**config.mk**
```make
export PLATFORM = sky130hd
export DESIGN_NAME = multicycle_control_unit
export DESIGN_NICKNAME = d
export VERILOG_FILES = /design/src/rtl/multicycle_control_unit.sv
export SDC_FILE = /design/constraint.sdc
export NUM_CORES = 1
export LEC_CHECK = 0
export ABC_AREA = 1
export CAP_MARGIN = 15
export CORE_AREA = 2 2 55 57
export CTS_BUF_LIST = sky130_fd_sc_hd__clkbuf_4
export CTS_CLUSTER_SIZE = 25
export DETAILED_ROUTE_END_ITERATION = 8
export DIE_AREA = 0 0 57 59
export GPL_TIMING_DRIVEN = 0
export PLACE_DENSITY = 0.85
export REMOVE_ABC_BUFFERS = 1
export SYNTH_ARGS = -nofsm -noshare
export SYNTH_HDL_FRONTEND = slang
export SYNTH_SLANG_ARGS = --single-unit
```
**constraint.sdc**
```tcl
create_clock -name clk -period 1.45 [get_ports clk]
set_input_delay 0.29 -clock clk [delete_from_list [all_inputs] [get_ports clk]]
set_output_delay 0.29 -clock clk [all_outputs]
set_load 0.01 [all_outputs]
```
**src/rtl/multicycle_control_unit.sv**
```systemverilog
// Multi-cycle RV32I control FSM. Steps each instruction through fetch, decode,
// execute, memory and writeback, drives the shared datapath enables every cycle,
// handshakes with a variable-latency unified memory and traps on bad encodings
// or on a memory access that is never acknowledged.

package multicycle_control_unit_pkg;
    typedef enum logic [3:0] {
        ALU_ADD  = 4'd0,
        ALU_SUB  = 4'd1,
        ALU_SLL  = 4'd2,
        ALU_SLT  = 4'd3,
        ALU_SLTU = 4'd4,
        ALU_XOR  = 4'd5,
        ALU_SRL  = 4'd6,
        ALU_SRA  = 4'd7,
        ALU_OR   = 4'd8,
        ALU_AND  = 4'd9
    } alu_op_t;
endpackage

module multicycle_control_unit
    import multicycle_control_unit_pkg::*;
#(
    parameter int SUPPORT_JUMP = 1,
    parameter int MEM_TIMEOUT  = 16
) (
    input  logic        clk,
    input  logic        rst,
    input  logic [31:0] instr,
    input  logic        alu_zero,
    input  logic        alu_lt,
    input  logic        mem_ack,
    output logic        mem_req,
    output logic        mem_we,
    output logic        mem_is_instr,
    output logic        ir_we,
    output logic        pc_we,
    output logic [1:0]  pc_src,
    output logic [1:0]  alu_src_a,
    output logic [1:0]  alu_src_b,
    output alu_op_t     ALUOp,
    output logic        reg_write,
    output logic [1:0]  mem_to_reg,
    output logic        illegal_instr,
    output logic        mem_timeout,
    output logic [2:0]  state_dbg
);

    typedef enum logic [2:0] {
        S_FETCH  = 3'd0,
        S_DECODE = 3'd1,
        S_EXEC   = 3'd2,
        S_MEM    = 3'd3,
        S_WB     = 3'd4,
        S_TRAP   = 3'd5
    } state_t;

    localparam int            TO_LAST   = (MEM_TIMEOUT > 0) ? MEM_TIMEOUT - 1 : 0;
    localparam int            CW        = (TO_LAST > 0) ? $clog2(TO_LAST + 1) : 1;
    localparam logic [CW-1:0] TO_LAST_W = CW'(TO_LAST);
    localparam logic          JUMPS     = (SUPPORT_JUMP != 0);

    state_t        state;
    logic [CW-1:0] wait_cnt;
    logic          illegal_flag;
    logic          timeout_flag;

    logic [6:0] opcode;
    logic [2:0] funct3;
    logic [6:0] funct7;
    logic       is_r, is_i, is_load, is_store, is_branch;
    logic       is_jal, is_jalr, is_lui, is_auipc;
    logic       known_op, bad_r, bad_shift, bad_load, bad_store, bad_branch, bad_encoding;
    logic       in_access, wait_expired;
    alu_op_t    funct_op, branch_op;
    logic       branch_cond, branch_taken;
    logic       unused_instr;

    assign opcode = instr[6:0];
    assign funct3 = instr[14:12];
    assign funct7 = instr[31:25];
    assign unused_instr = ^{instr[24:15], instr[11:7]};

    assign is_r      = (opcode == 7'b0110011);
    assign is_i      = (opcode == 7'b0010011);
    assign is_load   = (opcode == 7'b0000011);
    assign is_store  = (opcode == 7'b0100011);
    assign is_branch = (opcode == 7'b1100011);
    assign is_jal    = JUMPS && (opcode == 7'b1101111);
    assign is_jalr   = JUMPS && (opcode == 7'b1100111);
    assign is_lui    = JUMPS && (opcode == 7'b0110111);
    assign is_auipc  = JUMPS && (opcode == 7'b0010111);

    assign known_op   = is_r | is_i | is_load | is_store | is_branch |
                        is_jal | is_jalr | is_lui | is_auipc;
    assign bad_r      = is_r && !((funct7 == 7'h00) ||
                                  ((funct7 == 7'h20) && ((funct3 == 3'd0) || (funct3 == 3'd5))));
    assign bad_shift  = is_i && (((funct3 == 3'd1) && (funct7 != 7'h00)) ||
                                 ((funct3 == 3'd5) && (funct7 != 7'h00) && (funct7 != 7'h20)));
    assign bad_load   = is_load && ((funct3 == 3'd3) || (funct3[2:1] == 2'b11));
    assign bad_store  = is_store && (funct3 > 3'd2);
    assign bad_branch = is_branch && (funct3[2:1] == 2'b01);
    assign bad_encoding = !known_op || bad_r || bad_shift || bad_load || bad_store || bad_branch;

    // Map funct3 plus the alternate bit onto an ALU operation; only R-type may select SUB
    always_comb begin
        funct_op = ALU_ADD;
        case (funct3)
            3'd0:    funct_op = (is_r && funct7[5]) ? ALU_SUB : ALU_ADD;
            3'd1:    funct_op = ALU_SLL;
            3'd2:    funct_op = ALU_SLT;
            3'd3:    funct_op = ALU_SLTU;
            3'd4:    funct_op = ALU_XOR;
            3'd5:    funct_op = funct7[5] ? ALU_SRA : ALU_SRL;
            3'd6:    funct_op = ALU_OR;
            default: funct_op = ALU_AND;
        endcase
    end

    // Branches compare by subtraction (EQ/NE) or set-less-than; funct3[0] inverts the condition
    always_comb begin
        branch_op   = ALU_SUB;
        branch_cond = alu_zero;
        if (funct3[2]) begin
            branch_op   = funct3[1] ? ALU_SLTU : ALU_SLT;
            branch_cond = alu_lt;
        end
    end

    assign branch_taken = branch_cond ^ funct3[0];
    assign in_access    = (state == S_FETCH) || (state == S_MEM);
    assign wait_expired = (MEM_TIMEOUT > 0) && in_access && !mem_ack && (wait_cnt == TO_LAST_W);

    // State sequencing, memory wait counter and the sticky trap cause flags
    always_ff @(posedge clk) begin
        if (rst) begin
            state        <= S_FETCH;
            wait_cnt     <= '0;
            illegal_flag <= 1'b0;
            timeout_flag <= 1'b0;
        end else begin
            case (state)
                S_FETCH, S_MEM: begin
                    if (mem_ack) begin
                        wait_cnt <= '0;
                        if (state == S_FETCH)
                            state <= S_DECODE;
                        else
                            state <= is_store ? S_FETCH : S_WB;
                    end else if (wait_expired) begin
                        wait_cnt     <= '0;
                        state        <= S_TRAP;
                        timeout_flag <= 1'b1;
                    end else begin
                        wait_cnt <= wait_cnt + 1'b1;
                    end
                end
                S_DECODE: begin
                    if (bad_encoding) begin
                        state        <= S_TRAP;
                        illegal_flag <= 1'b1;
                    end else begin
                        state <= S_EXEC;
                    end
                end
                S_EXEC: begin
                    if (is_load || is_store)
                        state <= S_MEM;
                    else if (is_branch)
                        state <= S_FETCH;
                    else
                        state <= S_WB;
                end
                S_WB:    state <= S_FETCH;
                S_TRAP:  state <= S_TRAP;
                default: state <= S_TRAP;
            endcase
        end
    end

    // Datapath controls decoded from the current state and IR so enables act in the same cycle
    always_comb begin
        mem_req      = 1'b0;
        mem_we       = 1'b0;
        mem_is_instr = 1'b0;
        ir_we        = 1'b0;
        pc_we        = 1'b0;
        pc_src       = 2'd0;
        alu_src_a    = 2'd0;
        alu_src_b    = 2'd0;
        ALUOp        = ALU_ADD;
        reg_write    = 1'b0;
        mem_to_reg   = 2'd0;
        if (!rst) begin
            if ((state == S_EXEC) || (state == S_MEM)) begin
                if (is_r) begin
                    ALUOp = funct_op;
                end else if (is_i) begin
                    ALUOp     = funct_op;
                    alu_src_b = 2'd1;
                end else if (is_branch) begin
                    ALUOp = branch_op;
                end else if (is_lui) begin
                    alu_src_a = 2'd2;
                    alu_src_b = 2'd1;
                end else if (is_auipc) begin
                    alu_src_a = 2'd1;
                    alu_src_b = 2'd1;
                end else if (is_load || is_store || is_jalr) begin
                    alu_src_b = 2'd1;
                end
            end
            case (state)
                S_FETCH: begin
                    mem_req      = 1'b1;
                    mem_is_instr = 1'b1;
                    if (mem_ack) begin
                        ir_we = 1'b1;
                        pc_we = 1'b1;
                    end
                end
                S_EXEC: begin
                    if ((is_branch && branch_taken) || is_jal) begin
                        pc_we  = 1'b1;
                        pc_src = 2'd1;
                    end else if (is_jalr) begin
                        pc_we  = 1'b1;
                        pc_src = 2'd2;
                    end
                end
                S_MEM: begin
                    mem_req = 1'b1;
                    mem_we  = is_store;
                end
                S_WB: begin
                    reg_write = 1'b1;
                    if (is_load)
                        mem_to_reg = 2'd1;
                    else if (is_jal || is_jalr)
                        mem_to_reg = 2'd2;
                end
                default: ;
            endcase
        end
    end

    assign illegal_instr = illegal_flag && !rst;
    assign mem_timeout   = timeout_flag && !rst;
    assign state_dbg     = state;

endmodule

```
==> impl_metrics.toml <==
[outcome]
status = "finished with violations"
violations = "setup timing"

[grt]
use_met3_pct = 4.59
grt_pass1_wl_um = 5510
gr-usage-met1_pct = 24.2
met2_usage_pct = 37.1
first_global_vias = 1292
grtUsageTotal_pct = 20.3
grt_overflow = 0
busiest_layer = "met2"
antenna_found_initial = 0
grt_max_degree = 15

[logic_synthesis]
ys_types = 25
yosysWarnings = 0
synth_fa_ha_area_share_pct = 1.19
synthSimpleGateAreaFrac_pct = 53.0
syn-cell-area_um2 = 1050
yosysSeqAreaShare_pct = 17.2
synthMuxAreaShare_pct = 0
synthXorXnorAreaFrac_pct = 1.67
synth_compound_area_share_pct = 13.4
synthCells = 194
synth_top_family_by_area = "simple AND/OR/NAND/NOR gates"
synth-seq-cells = 9
syn_avg_cell_area_um2 = 5.40

[setup_path]
arrival_ns = 1.48
worstReg2RegStart = "state_dbg[0]"
crit_path_end = "pc_src[1]"
path_class = "flip-flop to output port"
r2r-end = "state_dbg[0]"
endpoint_kind = "output port"
critPathLaunch = "state_dbg[1]"
r2r_setup_slack_ns = 0.04
worstRegToRegCells = 10
cp-start-kind = "flip-flop"
required_ns = 1.16
cp_max_fo = 3

[clock_tree]
clkTransAtPathRegs_ns = 0.06
htreeDepth = 1
hold_buffers = 0
cts_buffers = 3
cts_max_path_buffers = 2
cts.sinks = 9
insertion_delay_ns = 0.26
root_buffer = "clkbuf_4"
tritoncts = "built"

[sta]
min_period_ns = 1.77
clock_skew_ns = 0.00221
slew_violations = 0
setup_ws_ns = -0.320
hold_violations = 0
max_freq_mhz = 565
hold_ws_ns = 0.377
rsz0062_at_grt = "yes"
finalSetupViolCount = 17
period_share_pct = 122

[die]
rows = 19
die_height_um = 59
coreArea_um2 = 2710
pin_count = 60
die_width_um = 57
fp.dieArea_um2 = 3360
start_util_pct = 38.7

[routing]
num_vias = 1508
post_drt_wl_per_cell_um = 12.6
ant_nets = 0
viasPerCell = 5.27
drt_pass1_iterations = 5
wirelength_um = 3610
first_iter_violations = 68
drc = 0

[place]
dpl-instance-area_um2 = 1510
dp_hpwl_um = 2220
gp_congestion = 0.848
numPortBuffers = 43

[pwr]
p_leak_nw = 0.879
p_per_area_nw_per_um2 = 678
vdd_drop_max_v = 0.000805

[final_layout]
design_area_um2 = 1770
nNetsFinal = 294
drive_gt1_share_pct = 40.8
area_growth_syn_to_layout_pct = 68.6
diodes = 0

[min_path]
hold_path.class = "input port to flip-flop"
hold_path_depth = 2

[flow_run]
cap_viol_max_count = 0
-- critical path, cell delays in order, from the launching register on --
cell     delay [ns]
dfxtp_4        0.36
inv_2          0.04
nor2_4         0.08
inv_2          0.05
nor2_4         0.15
inv_2          0.08
buf_4          0.15
nor3_4         0.13
buf_2          0.16
-- power by group --
part           leakage [nW]  switching [mW]  internal (mW)
Sequential           0.0755          0.0547          0.296
Clock                0.0184          0.0894          0.125
Combinational         0.785           0.376          0.258
-- cells by family after synthesis --
logic type | count (synthesis)
XOR/XNOR | 2
AO/OA/AOI/OAI | 26
AND/OR/NAND/NOR | 119
flip-flops | 9
other | 1
adder cells (fa/ha/maj) | 1
buffers and inverters | 36
-- flip-flops by register name, indices dropped and copies added (netlist names) --
register	cells
illegal_flag	1
state_dbg	3
timeout_flag	1
wait_cnt	4
-- area by class of cell --
type / count / area [µm²]
Tap cell: 31 / 38.8
Timing Repair Buffer: 59 / 494
Multi-Input combinational cell: 149 / 885
Fill cell: 238 / 942
Sequential cell: 9 / 190
Clock buffer: 4 / 30.0
Inverter: 34 / 130
-- synth_stat cells --
master    count  area [µm²]
a31oi_1       1        6.26
conb_1        1        3.75
buf_4         1        7.51
xor2_1        2        17.5
nand3_2       1        10.0
nor4_1        2        12.5
nor2_2        4        25.0
nor3_1        7        35.0
a41oi_1       1        8.76
nand3_4       1        17.5
ha_1          1        12.5
nand2_1      44         165
nor2_1       32         120
nand3_1      20         100
nand2_2       4        25.0
a21oi_1      14        70.1
o21ai_0       7        35.0
o21a_1        1        7.51
a22oi_1       1        7.51
nor2_4        4        45.0
dfxtp_1       9         180
o21ai_1       1        5.00
inv_1        28         105
inv_2         6        22.5
clkbuf_1      1        3.75
-- timing repair --
| action | CTS | global route |
|---|---|---|
| endpoints found under the setup margin | 26 | 20 |
| resized for setup | 149 | 24 |
| buffers inserted | 12 | 4 |
| pin swaps | 17 | 12 |
-- worst min-delay path by stage --
stage	start	to	slack [ns]
floorplan	rst	illegal_flag	0.36
global placement	illegal_flag	illegal_flag	0.44
detailed placement	illegal_flag	illegal_flag	0.45
CTS	rst	wait_cnt[3]	0.37
global route	rst	wait_cnt[3]	0.40
finish	rst	wait_cnt[3]	0.38
-- metal layers --
layer | vias up | routed length, µm
li1 | 741 | -
met1 | 678 | 1470
met2 | 77 | 1810
met3 | 12 | 226
met4 | 0 | 98
met5 | - | 0
-- per-stage QoR --
step                setup slack (ns)  total power, mW  setup TNS (ns)  utilization [%]  cells
CTS                           -0.304             1.13           -3.65             62.2    282
global placement               -1.19            0.898          -18.61             55.6    266
detailed placement             -1.18            0.909          -18.62             55.6    266
floorplan                    -0.0891            0.659          -0.389                -    192
finish                        -0.320             1.20           -3.96             65.2    286
global route                  -0.406             1.28           -5.66             65.2    286
-- cells in the final DEF (no fill, tap or decap), types with 4 or more instances in the layout --
| cell type | Yosys | final |
|---|---|---|
| nand2_1 | 44 | 40 |
| nor2_1 | 32 | 25 |
| inv_1 | 28 | 22 |
| buf_4 | 1 | 16 |
| buf_2 | 0 | 16 |
| nand3_1 | 20 | 15 |
| a21oi_1 | 14 | 12 |
| inv_2 | 6 | 11 |
| nor2_4 | 4 | 9 |
| dlygate4sd2_1 | 0 | 8 |
| dlymetal6s2s_1 | 0 | 7 |
| clkdlybuf4s15_2 | 0 | 7 |
| nand2_2 | 4 | 6 |
| nor2_2 | 4 | 6 |
| nand3_2 | 1 | 5 |
| o21ai_0 | 7 | 5 |
| dfxtp_1 | 9 | 5 |
| nor3_2 | 0 | 4 |
| clkbuf_4 | 0 | 4 |
Note: power is estimated with default switching activity, not from simulation.
